$ cat config.mk
export PLATFORM = sky130hd
export DESIGN_NAME = tx_resp_arbiter
export DESIGN_NICKNAME = d
export VERILOG_FILES = /design/src/rtl/tx_resp_arbiter.sv
export SDC_FILE = /design/constraint.sdc
export NUM_CORES = 1
export LEC_CHECK = 0
export BUFFER_PORTS_ARGS = -buffer_cell sky130_fd_sc_hd__buf_4
export CAP_MARGIN = 20
export CELL_PAD_IN_SITES_DETAIL_PLACEMENT = 1
export CELL_PAD_IN_SITES_GLOBAL_PLACEMENT = 2
export CORE_MARGIN = 2
export CORE_UTILIZATION = 35
export DETAILED_ROUTE_END_ITERATION = 10
export PLACE_DENSITY = 0.81
export SLEW_MARGIN = 20
export SYNTH_ARGS = -nofsm -noshare
export SYNTH_HDL_FRONTEND = slang
export SYNTH_SLANG_ARGS = --single-unit
export TNS_END_PERCENT = 100
$ cat constraint.sdc
create_clock -name CLK -period 3.8 [get_ports CLK]
set_input_delay 0.76 -clock CLK [delete_from_list [all_inputs] [get_ports CLK]]
set_output_delay 0.76 -clock CLK [all_outputs]
set_load 0.02 [all_outputs]
$ cat src/rtl/tx_resp_arbiter.sv
// Round-robin arbiter that merges ALU results and register-file read data onto
// the TX FIFO write port, splitting wide ALU results into two bytes (LSB first).
module tx_resp_arbiter #(
  parameter int Data_width = 8
) (
  input  logic                    CLK,
  input  logic                    RST,
  input  logic [2*Data_width-1:0] ALU_OUT,
  input  logic                    OUT_VALID,
  input  logic                    ALU_WIDE,
  input  logic [Data_width-1:0]   Rd_data,
  input  logic                    RdData_valid,
  input  logic                    FIFO_full,
  input  logic                    OVF_CLR,
  output logic [Data_width-1:0]   TX_p_data,
  output logic                    TX_d_valid,
  output logic                    busy,
  output logic                    OVF
);

  typedef enum logic [1:0] {
    IDLE,
    SEND_RF,
    SEND_ALU_LO,
    SEND_ALU_HI
  } state_t;

  state_t                  state_q, state_d;
  logic [2*Data_width-1:0] aluHold_q, aluHold_d;
  logic                    aluWide_q, aluWide_d;
  logic                    aluPend_q, aluPend_d;
  logic [Data_width-1:0]   rfHold_q, rfHold_d;
  logic                    rfPend_q, rfPend_d;
  logic                    lastGrantAlu_q, lastGrantAlu_d;
  logic                    ovf_q, ovf_d;
  logic [Data_width-1:0]   txData_q, txData_d;

  logic writeCommit;
  logic rfDone;
  logic aluDone;
  logic rfAccept;
  logic aluAccept;
  logic rfDrop;
  logic aluDrop;

  // A source's holding register frees in the same cycle its last byte is written,
  // so a back-to-back pulse from that source is accepted rather than dropped.
  assign writeCommit = (state_q != IDLE) && !FIFO_full;
  assign rfDone      = writeCommit && (state_q == SEND_RF);
  assign aluDone     = writeCommit && ((state_q == SEND_ALU_HI) ||
                                       ((state_q == SEND_ALU_LO) && !aluWide_q));
  assign rfAccept    = RdData_valid && (!rfPend_q || rfDone);
  assign aluAccept   = OUT_VALID && (!aluPend_q || aluDone);
  assign rfDrop      = RdData_valid && !rfAccept;
  assign aluDrop     = OUT_VALID && !aluAccept;

  assign TX_d_valid = writeCommit;
  assign TX_p_data  = txData_q;
  assign busy       = (state_q != IDLE) || aluPend_q || rfPend_q;
  assign OVF        = ovf_q;

  always_comb begin
    state_d        = state_q;
    aluHold_d      = aluHold_q;
    aluWide_d      = aluWide_q;
    aluPend_d      = aluPend_q;
    rfHold_d       = rfHold_q;
    rfPend_d       = rfPend_q;
    lastGrantAlu_d = lastGrantAlu_q;
    ovf_d          = ovf_q;
    txData_d       = txData_q;

    if (aluAccept) begin
      aluHold_d = ALU_OUT;
      aluWide_d = ALU_WIDE;
      aluPend_d = 1'b1;
    end else if (aluDone) begin
      aluPend_d = 1'b0;
    end

    if (rfAccept) begin
      rfHold_d = Rd_data;
      rfPend_d = 1'b1;
    end else if (rfDone) begin
      rfPend_d = 1'b0;
    end

    if (aluDrop || rfDrop) begin
      ovf_d = 1'b1;
    end else if (OVF_CLR) begin
      ovf_d = 1'b0;
    end

    // Output data is loaded on entry to each SEND state and zeroed on return to IDLE.
    case (state_q)
      IDLE: begin
        if (rfPend_q && (!aluPend_q || lastGrantAlu_q)) begin
          state_d        = SEND_RF;
          txData_d       = rfHold_q;
          lastGrantAlu_d = 1'b0;
        end else if (aluPend_q) begin
          state_d        = SEND_ALU_LO;
          txData_d       = aluHold_q[Data_width-1:0];
          lastGrantAlu_d = 1'b1;
        end
      end
      SEND_RF: begin
        if (writeCommit) begin
          state_d  = IDLE;
          txData_d = '0;
        end
      end
      SEND_ALU_LO: begin
        if (writeCommit) begin
          if (aluWide_q) begin
            state_d  = SEND_ALU_HI;
            txData_d = aluHold_q[2*Data_width-1:Data_width];
          end else begin
            state_d  = IDLE;
            txData_d = '0;
          end
        end
      end
      SEND_ALU_HI: begin
        if (writeCommit) begin
          state_d  = IDLE;
          txData_d = '0;
        end
      end
      default: begin
        state_d  = IDLE;
        txData_d = '0;
      end
    endcase
  end

  always_ff @(posedge CLK or negedge RST) begin
    if (!RST) begin
      state_q        <= IDLE;
      aluHold_q      <= '0;
      aluWide_q      <= 1'b0;
      aluPend_q      <= 1'b0;
      rfHold_q       <= '0;
      rfPend_q       <= 1'b0;
      lastGrantAlu_q <= 1'b1;
      ovf_q          <= 1'b0;
      txData_q       <= '0;
    end else begin
      state_q        <= state_d;
      aluHold_q      <= aluHold_d;
      aluWide_q      <= aluWide_d;
      aluPend_q      <= aluPend_d;
      rfHold_q       <= rfHold_d;
      rfPend_q       <= rfPend_d;
      lastGrantAlu_q <= lastGrantAlu_d;
      ovf_q          <= ovf_d;
      txData_q       <= txData_d;
    end
  end

  // A SEND state is only ever reached with its source's hold still pending.
  assert property (@(posedge CLK) disable iff (!RST)
    (state_q == IDLE) |-> (txData_q == '0));
  assert property (@(posedge CLK) disable iff (!RST)
    (state_q == SEND_RF) |-> rfPend_q);
  assert property (@(posedge CLK) disable iff (!RST)
    ((state_q == SEND_ALU_LO) || (state_q == SEND_ALU_HI)) |-> aluPend_q);

endmodule

==> results of run 1 <==
[power breakdown]
part / leakage, nW / internal [mW] / switching, mW
sequential: 0.472 / 0.611 / 0.153
combinational: 0.461 / 0.291 / 0.376
clock: 0.0515 / 0.166 / 0.144
[placed cells by master, fill, tap and decap left out, types with 2 or more instances in the layout]
master / instances
nand2b_1: 2
o22ai_1: 17
o21ai_0: 3
a31oi_1: 8
or2_2: 2
buf_4: 41
a32oi_1: 8
nand2_1: 38
nor2b_1: 3
nor2_1: 3
o211ai_1: 8
o21ai_2: 2
inv_1: 2
o31a_1: 2
mux2_2: 8
dfrtp_1: 38
a21oi_1: 10
clkbuf_8: 7
[final timing paths]
kind,startpoint,end,slack (ns),depth (start not counted)
worst min register to register,rfHold_q[5],rfHold_q[5],0.51,1
max in group asynchronous,RST,lastGrantAlu_q,3.00,1
worst min-delay path,RST,aluWide_q,0.42,1
worst max register to register,state_q[1],aluHold_q[6],1.97,3
min in group CLK,rfHold_q[5],rfHold_q[5],0.51,1
worst max-delay path,state_q[1],busy,1.37,2
[critical path, delay by kind of cell, from the launching register on]
kind,cells,cell delay [ns]
flip-flops,1,0.52
AND/OR/NAND/NOR,1,0.66
buffers and inverters,1,0.20
[layer usage]
layer  wire (um)  global-route usage, %
met1        2248                  24.25
met2        2356                  29.38
met3         220                  4.384
met4          60                  4.909
met5           0                      0
[metrics by stage]
step | area, um2 | total power [mW]
6_report | 2231 | 1.741
5_1_grt | 2231 | 1.872
4_1_cts | 2231 | 1.752
3_5_place_dp | 2131 | 1.441
3_3_place_gp | 2131 | 1.397
2_1_floorplan | 1824 | 1.224
[cell type report]
type	count	area, um2
fillers	609	2844
flip-flops and latches	39	977.2
multi-input cells	122	750.7
repair buffers	41	307.8
clock buffers	8	100.1
well taps	70	87.58
inverters	2	7.507
[flip-flops by register name (all words and copies together), names as in the netlist]
register and count:
aluWide_q 1, TX_p_data 8, OVF 1, lastGrantAlu_q 1, rfHold_q 8, rfPend_q 1, aluHold_q 16, aluPend_q 1
state_q 2
[cell families after synthesis]
| kind of cell | count (synthesis) | share of synthesized area (%) |
|---|---|---|
| AO/OA/AOI/OAI | 60 | 22.15 |
| flip-flops | 39 | 53.57 |
| multiplexers | 8 | 4.938 |
| buffers and inverters | 19 | 5.282 |
| AND/OR/NAND/NOR | 54 | 14.06 |
==> results.json, run 1 <==
{
  "period_needed_ns": 2.429,
  "dp_hpwl_um": 3599,
  "hold_viol": 0,
  "nNetsFinal": 242,
  "antenna_found_initial": 0,
  "syn_avg_cell_area_um2": 10.13,
  "die-area_mm2": 0.005806,
  "placedCellCount": 274,
  "htree_levels": 2,
  "first_global_vias": 1613,
  "vdd_drop_max_uv": 199.7,
  "portBuffers": 41,
  "die_h_um": 76.20,
  "finalCritPeriodShare_pct": 63.93,
  "tightest_slew_ns": 1.002,
  "syn_area_mm2": 0.001824,
  "io_pins": 42,
  "post-route-drc-count": 0,
  "row_count": 26,
  "max-cap-violations": 0,
  "crit_required_ns": 3.04,
  "drt_pass1_iterations": 4,
  "critPathMaxStageDelay_ns": 0.66,
  "dp_slack_ns": 1.574,
  "synth-edff-count": 0,
  "critPathArrivalTime_ns": 1.67,
  "ant_nets": 0,
  "grt_max_degree": 40,
  "start_util_pct": 35.95,
  "die_w_um": 76.20,
  "rsz0062_at_grt": "no",
  "core-area_mm2": 0.005075,
  "synthToLayoutAreaGrowth_pct": 22.29,
  "layout_setup_ws_ns": 1.371,
  "ys_seq_elements": 39,
  "synth_flop_cell": "dfrtp_1",
  "max_freq_ghz": 0.4116,
  "relSlewSlack_pct": 32.86,
  "hp-class": "input port to async pin",
  "setup_viol": 0,
  "fin_tns_setup_ns": 0,
  "ys_seq_area_share_pct": 53.57,
  "synth.distinct_cells": 30,
  "cts_made_buffers": 5,
  "viasPerCell": 5.383,
  "powerDensity_mw_per_mm2": 780.3,
  "grt-ovfl-total": 0,
  "grt_pass1_wl_um": 8349,
  "synth_commonest_cells": "38 x dfrtp_1, 38 x nand2_1, 17 x o22ai_1, 10 x a21oi_1",
  "drv_slew": 0,
  "synth_area_leaders": "dfrtp_1 52%, nand2_1 7.8%, o22ai_1 5.8%, mux2_2 4.9%, a32oi_1 3.8%",
  "cts_tree": "done",
  "clk_pin_slew_ns": 0.08,
  "hold_slack_ns": 0.4191,
  "async_flop_share_pct": 100.0,
  "drive_above_1_share_pct": 30.66,
  "synth_area_leader_cell": "dfrtp_1",
  "wirelength_um": 4885,
  "routedWlPerCell_um": 17.32,
  "cp_max_fo": 11,
  "slowest_stage": "or4_4",
  "dr.first_iter.drc_count": 46,
  "crit_type": "register to output port",
  "gp_congestion": 0.8119,
  "clock_skew_ns": 0.006586,
  "clk_path_buf_depth": 2,
  "grt_use_total_pct": 18.06,
  "antennaDiodeCount": 0,
  "final_cells": 282,
  "status": "completed",
  "synth_top_area_share_pct": 52.13,
  "cts_root_buffer": "clkbuf_8",
  "ctsResizeCount": 0,
  "ys_warn_count": 0,
  "clk_latency_ns": 0.29,
  "p_leak_nw": 0.9853,
  "synth_fp_nets": 211,
  "post-cts-setup-buffers": 0,
  "utilization_pct": 43.96,
  "crit_chain": "or4_4 > buf_4",
  "setup.worst_path.start_class": "register",
  "endpoint_kind": "output port",
  "num_vias": 1518,
  "clock_sinks": 39,
  "ctsHoldBuffers": 0,
  "syn_inst": 180
}
No activity file was read; power rests on OpenSTA's default activity.
==> run 2, diff against run 1 <==
- ABC_AREA: default -> 1
- CORE_UTILIZATION: 35 -> 27
- PLACE_DENSITY: 0.81 -> 0.71
- clock period: 3.8 -> 2.2 ns (I/O delays scaled with it)
==> results.json, run 2 <==
{
  "cp_max_fo": 5,
  "setup_viol": 0,
  "die_h_um": 86.26,
  "ys_seq_area_share_pct": 53.49,
  "grt_max_degree": 40,
  "syn_area_mm2": 0.001827,
  "powerDensity_mw_per_mm2": 1424,
  "ys_seq_elements": 39,
  "synth_compound_area_share_pct": 2.260,
  "post-route-drc-count": 0,
  "hold_viol": 0,
  "synth.mux.area_fraction_pct": 0,
  "clk_latency_ns": 0.29,
  "syn_avg_cell_area_um2": 8.119,
  "routedWlPerCell_um": 13.86,
  "critPathArrivalTime_ns": 1.27,
  "crit_type": "register to output port",
  "p_leak_nw": 1.215,
  "dp_hpwl_um": 3473,
  "critPathMaxStageDelay_ns": 0.45,
  "grt_use_total_pct": 14.63,
  "synth_area_leaders": "dfrtp_1 52%, nand2_1 17%, nand3_1 9.6%, nor2_1 5.3%, nand4_1 2.7%",
  "cts_tree": "done",
  "synth_commonest_cells": "85 x nand2_1, 38 x dfrtp_1, 35 x nand3_1, 26 x nor2_1, 8 x nand4_1",
  "yosys.area_share.simple_pct": 39.52,
  "endpoint_kind": "output port",
  "yosys.area_share.xor_xnor_pct": 0,
  "synth.distinct_cells": 21,
  "viasPerCell": 4.602,
  "post-cts-setup-buffers": 0,
  "row_count": 29,
  "clock_sinks": 39,
  "clock_skew_ns": 0.005987,
  "crit_required_ns": 1.76,
  "synth_adder_area_share_pct": 0,
  "hp-class": "input port to async pin",
  "num_vias": 1583,
  "htree_levels": 2,
  "synth_fp_nets": 256,
  "final_cell_mix": "85 x nand2_1, 43 x buf_4, 38 x dfrtp_1",
  "status": "completed",
  "gp_congestion": 0.7257,
  "antennaDiodeCount": 0,
  "first_global_vias": 1714,
  "fin_tns_setup_ns": 0,
  "finalCritPeriodShare_pct": 77.82,
  "portBuffers": 41,
  "syn_inst": 225,
  "crit_chain": "inv_2 > nand2_1 > nand2_1 > inv_1 > buf_4",
  "start_util_pct": 28.28,
  "grt-ovfl-total": 0,
  "max-cap-violations": 0,
  "multiInputGateArea_um2": 763.2,
  "layout_setup_ws_ns": 0.4879,
  "drt_pass1_iterations": 4,
  "final_cells": 344,
  "cts_root_buffer": "clkbuf_8",
  "nNetsFinal": 297,
  "drv_slew": 0,
  "utilization_pct": 35.39,
  "ys_warn_count": 0,
  "clk_path_buf_depth": 2,
  "rsz0062_at_grt": "no",
  "top_register": "aluHold_q",
  "drive_above_1_share_pct": 23.60,
  "cts_made_buffers": 5,
  "dp_slack_ns": 0.7086,
  "slowest_stage": "dfrtp_1",
  "synth_top_area_share_pct": 52.05,
  "setup.worst_path.start_class": "register",
  "crit_family": "flip-flops",
  "cpMostUsedCell": "nand2_1",
  "ctsHoldBuffers": 0,
  "dr.first_iter.drc_count": 32,
  "core-area_mm2": 0.006459,
  "async_flop_share_pct": 100.0,
  "wirelength_um": 4767,
  "synth_area_leader_cell": "dfrtp_1",
  "io_pins": 42,
  "ant_nets": 0,
  "grt_pass1_wl_um": 8424,
  "relSlewSlack_pct": 65.40,
  "synth_top_family_by_area": "simple AND/OR/NAND/NOR gates",
  "antenna_found_initial": 0,
  "cp.buffers_inverters": 3,
  "ctsResizeCount": 0,
  "die-area_mm2": 0.007440,
  "die_w_um": 86.26,
  "vdd_drop_max_uv": 348.3,
  "clk_pin_slew_ns": 0.08,
  "period_needed_ns": 1.712,
  "synth_most_common_cell": "nand2_1",
  "synth-edff-count": 0,
  "tightest_slew_ns": 0.5191,
  "regArea_um2": 977.2,
  "max_freq_ghz": 0.5841,
  "placedCellCount": 336,
  "power_mw": 3.256,
  "largest_reg_flops": 16,
  "final_common_cell": "nand2_1",
  "synth_flop_cell": "dfrtp_1",
  "synthToLayoutAreaGrowth_pct": 25.14,
  "fillerInstances": 789
}
run 2: cell types whose count changed after synthesis, sizes merged, moves of 5 or more:
cell / change
nand3: +36
a32oi: -8
inv: +5
o22ai: -17
nor2: +25
a31oi: -8
a21oi: -10
o211ai: -7
nand4: +8
clkbuf: -6
nand2: +53
mux2: -8
run 2: through the flow:
stage                     area, um2  hold slack (ns)
after floorplan                1827           0.1444
after global placement         2186           0.4489
after detailed placement       2186           0.4530
after CTS                      2286           0.1383
after global routing           2286           0.1579
final                          2286           0.1224
run 2: cell type report:
| class | instances | share of cell area (%) |
|---|---|---|
| inverters | 7 | 1.149 |
| well taps | 77 | 4.215 |
| flip-flops and latches | 39 | 42.75 |
| multi-input cells | 170 | 33.39 |
| clock buffers | 8 | 4.379 |
| repair buffers | 43 | 14.12 |
run 2: power by group:
part	total (mW)	switching, mW	leakage [nW]	internal [mW]
sequential	1.29	0.226	0.475	1.06
combinational	1.44	0.932	0.688	0.503
clock	0.531	0.245	0.0515	0.286
run 2: kinds of logic (layout without fill, tap and decap cells):
family / Yosys count / after routing
and+or+nand+nor: 163 / 163
DFF: 39 / 39
buffers and inverters: 16 / 58
AOI/OAI and AO/OA: 7 / 7
run 2: worst paths after layout:
path	start	slack [ns]	cells after the start	end
setup / recovery	state_q[1]	0.49	5	TX_d_valid
hold reg to reg	aluHold_q[14]	0.47	2	aluHold_q[14]
max in group asynchronous	RST	1.71	1	lastGrantAlu_q
setup reg to reg	lastGrantAlu_q	0.78	7	TX_p_data[1]
min in group CLK	ALU_OUT[10]	0.38	3	aluHold_q[10]
hold / removal	RST	0.12	1	rfHold_q[0]
run 2: layer usage:
| metal | vias up | share of wire (%) | GRT usage, % | routed length (um) |
|---|---|---|---|---|
| li1 | 809 | - | - | - |
| met1 | 740 | 51 | 20.74 | 2419 |
| met2 | 32 | 45 | 22.34 | 2139 |
| met3 | 2 | 3.4 | 2.952 | 160 |
| met4 | 0 | 0.99 | 5.114 | 47 |
| met5 | - | 0 | 0 | 0 |
==> run 3, diff against run 2 <==
- ABC_AREA: 1 -> 0
- CORE_UTILIZATION: 27 -> 33
- PLACE_DENSITY: 0.71 -> 0.77
- clock period: 2.2 -> 1.7 ns (I/O delays scaled with it)
==> results.json, run 3 (synthesis gave the netlist of run 1 again) <==
{
  "num_vias": 1579,
  "cts_root_buffer": "clkbuf_8",
  "post-route-drc-count": 0,
  "drive_above_1_share_pct": 37.61,
  "setup.worst_path.start_class": "register",
  "drv_slew": 0,
  "status": "complete, but fails checks",
  "use_met2_pct": 30.34,
  "first_global_vias": 1680,
  "die-area_mm2": 0.006139,
  "hp-class": "input port to async pin",
  "max_freq_ghz": 0.5716,
  "crit_required_ns": 1.36,
  "die_h_um": 78.35,
  "core-area_mm2": 0.005405,
  "setup_viol": 1,
  "crit_chain": "or4_4 > buf_6",
  "top_register": "aluHold_q",
  "hold_slack_ns": -0.001026,
  "htree_levels": 2,
  "clock_sinks": 39,
  "clk_path_buf_depth": 2,
  "hold_viol": 2,
  "clk_latency_ns": 0.29,
  "rsz0062_at_grt": "yes",
  "design_area_mm2": 0.002390,
  "wirelength_um": 5231,
  "period_needed_ns": 1.749,
  "busiest_layer": "met2",
  "grt_use_total_pct": 18.67,
  "cts_tree": "done",
  "final_common_cell": "buf_4",
  "fin_tns_setup_ns": -0.04938,
  "critPathMaxStageDelay_ns": 0.51,
  "antennaDiodeCount": 0,
  "cts_made_buffers": 5,
  "ant_nets": 0,
  "clk_pin_slew_ns": 0.08,
  "cp_max_fo": 8,
  "row_count": 27,
  "start_util_pct": 33.75,
  "nNetsFinal": 256,
  "grt-ovfl-total": 0,
  "grt_max_degree": 40,
  "routedWlPerCell_um": 17.55,
  "antenna_found_initial": 0,
  "relSlewSlack_pct": 57.20,
  "fillerInstances": 631,
  "p_leak_nw": 1.065,
  "portBuffers": 41,
  "gp_congestion": 0.7769,
  "synthToLayoutAreaGrowth_pct": 31.00,
  "grt_pass1_wl_um": 8804,
  "violations": "hold timing, setup timing",
  "ctsHoldBuffers": 0,
  "max-cap-violations": 0,
  "critPathArrivalTime_ns": 1.41,
  "final_cell_mix": "52 x buf_4, 38 x nand2_1, 36 x dfrtp_1",
  "power_mw": 4.191,
  "grt_use_met1_pct": 25.15,
  "met3_usage_pct": 4.253,
  "die_w_um": 78.35,
  "endpoint_kind": "output port",
  "crit_type": "register to output port",
  "dp_slack_ns": 0.07689,
  "place_area_mm2": 0.002233,
  "io_pins": 42,
  "dr.first_iter.drc_count": 119,
  "clock_skew_ns": 0.007539,
  "viasPerCell": 5.299,
  "slowest_stage": "or4_4",
  "drt_pass1_iterations": 4,
  "tightest_slew_ns": 0.6420,
  "vdd_drop_max_uv": 468.2,
  "dp_hpwl_um": 3849,
  "finalCritPeriodShare_pct": 102.9,
  "powerDensity_mw_per_mm2": 1754,
  "layout_setup_ws_ns": -0.04938,
  "largest_reg_flops": 16
}
==> run 3: critical path, delay by kind of cell (launching register included) <==
family / cells / cell delay [ns]
flops: 1 / 0.47
simple gates: 1 / 0.51
buf+inv: 1 / 0.15
==> run 3: final timing paths <==
| path | cells after the start | from | slack, ns | end |
|---|---|---|---|---|
| hold reg to reg | 1 | rfHold_q[5] | 0.53 | rfHold_q[5] |
| max in group asynchronous | 1 | RST | 1.31 | state_q[0] |
| min in group CLK | 2 | RdData_valid | 0.26 | rfPend_q |
| setup / recovery | 2 | state_q[0] | -0.05 | busy |
| setup reg to reg | 5 | state_q[0] | 0.09 | TX_p_data[1] |
| hold / removal | 1 | RST | -0.001 | OVF |
==> run 3: report_power, final <==
group,internal [mW],total [mW],switching (mW)
Clock,0.369,0.695,0.326
Sequential,1.37,1.69,0.317
Combinational,0.847,1.81,0.962
==> run 3: repair_timing <==
item,CTS,global route
hold endpoints to repair,0,0
endpoints found under the setup margin,1,5
resized for setup,3,4
pin swaps,1,0
cloned,0,0
setup buffers,2,2
==> run 3: area by class of cell <==
class | instances | area (um2) | share of cell area [%]
flip-flops and latches | 39 | 979.7 | 40.99
multi-input cells | 122 | 767.0 | 32.09
repair buffers | 55 | 441.7 | 18.48
clock buffers | 7 | 96.34 | 4.031
well taps | 72 | 90.09 | 3.770
clock inverters | 1 | 7.507 | 0.3141
inverters | 2 | 7.507 | 0.3141
==> run 3: per-layer routing <==
| metal | part of all wire (%) | up-vias | routed length (um) |
|---|---|---|---|
| met1 | 45 | 792 | 2350 |
| met4 | 0.82 | 0 | 43 |
| met2 | 50 | 42 | 2626 |
| met3 | 4.0 | 4 | 210 |
| li1 | - | 741 | - |
| met5 | 0 | - | 0 |
==> run 3: per-stage QoR <==
stage,util (%),instances
3_5_place_dp,41.32,286
4_1_cts,43.63,296
3_3_place_gp,41.32,286
2_1_floorplan,-,180
5_1_grt,44.21,298
6_report,44.21,298
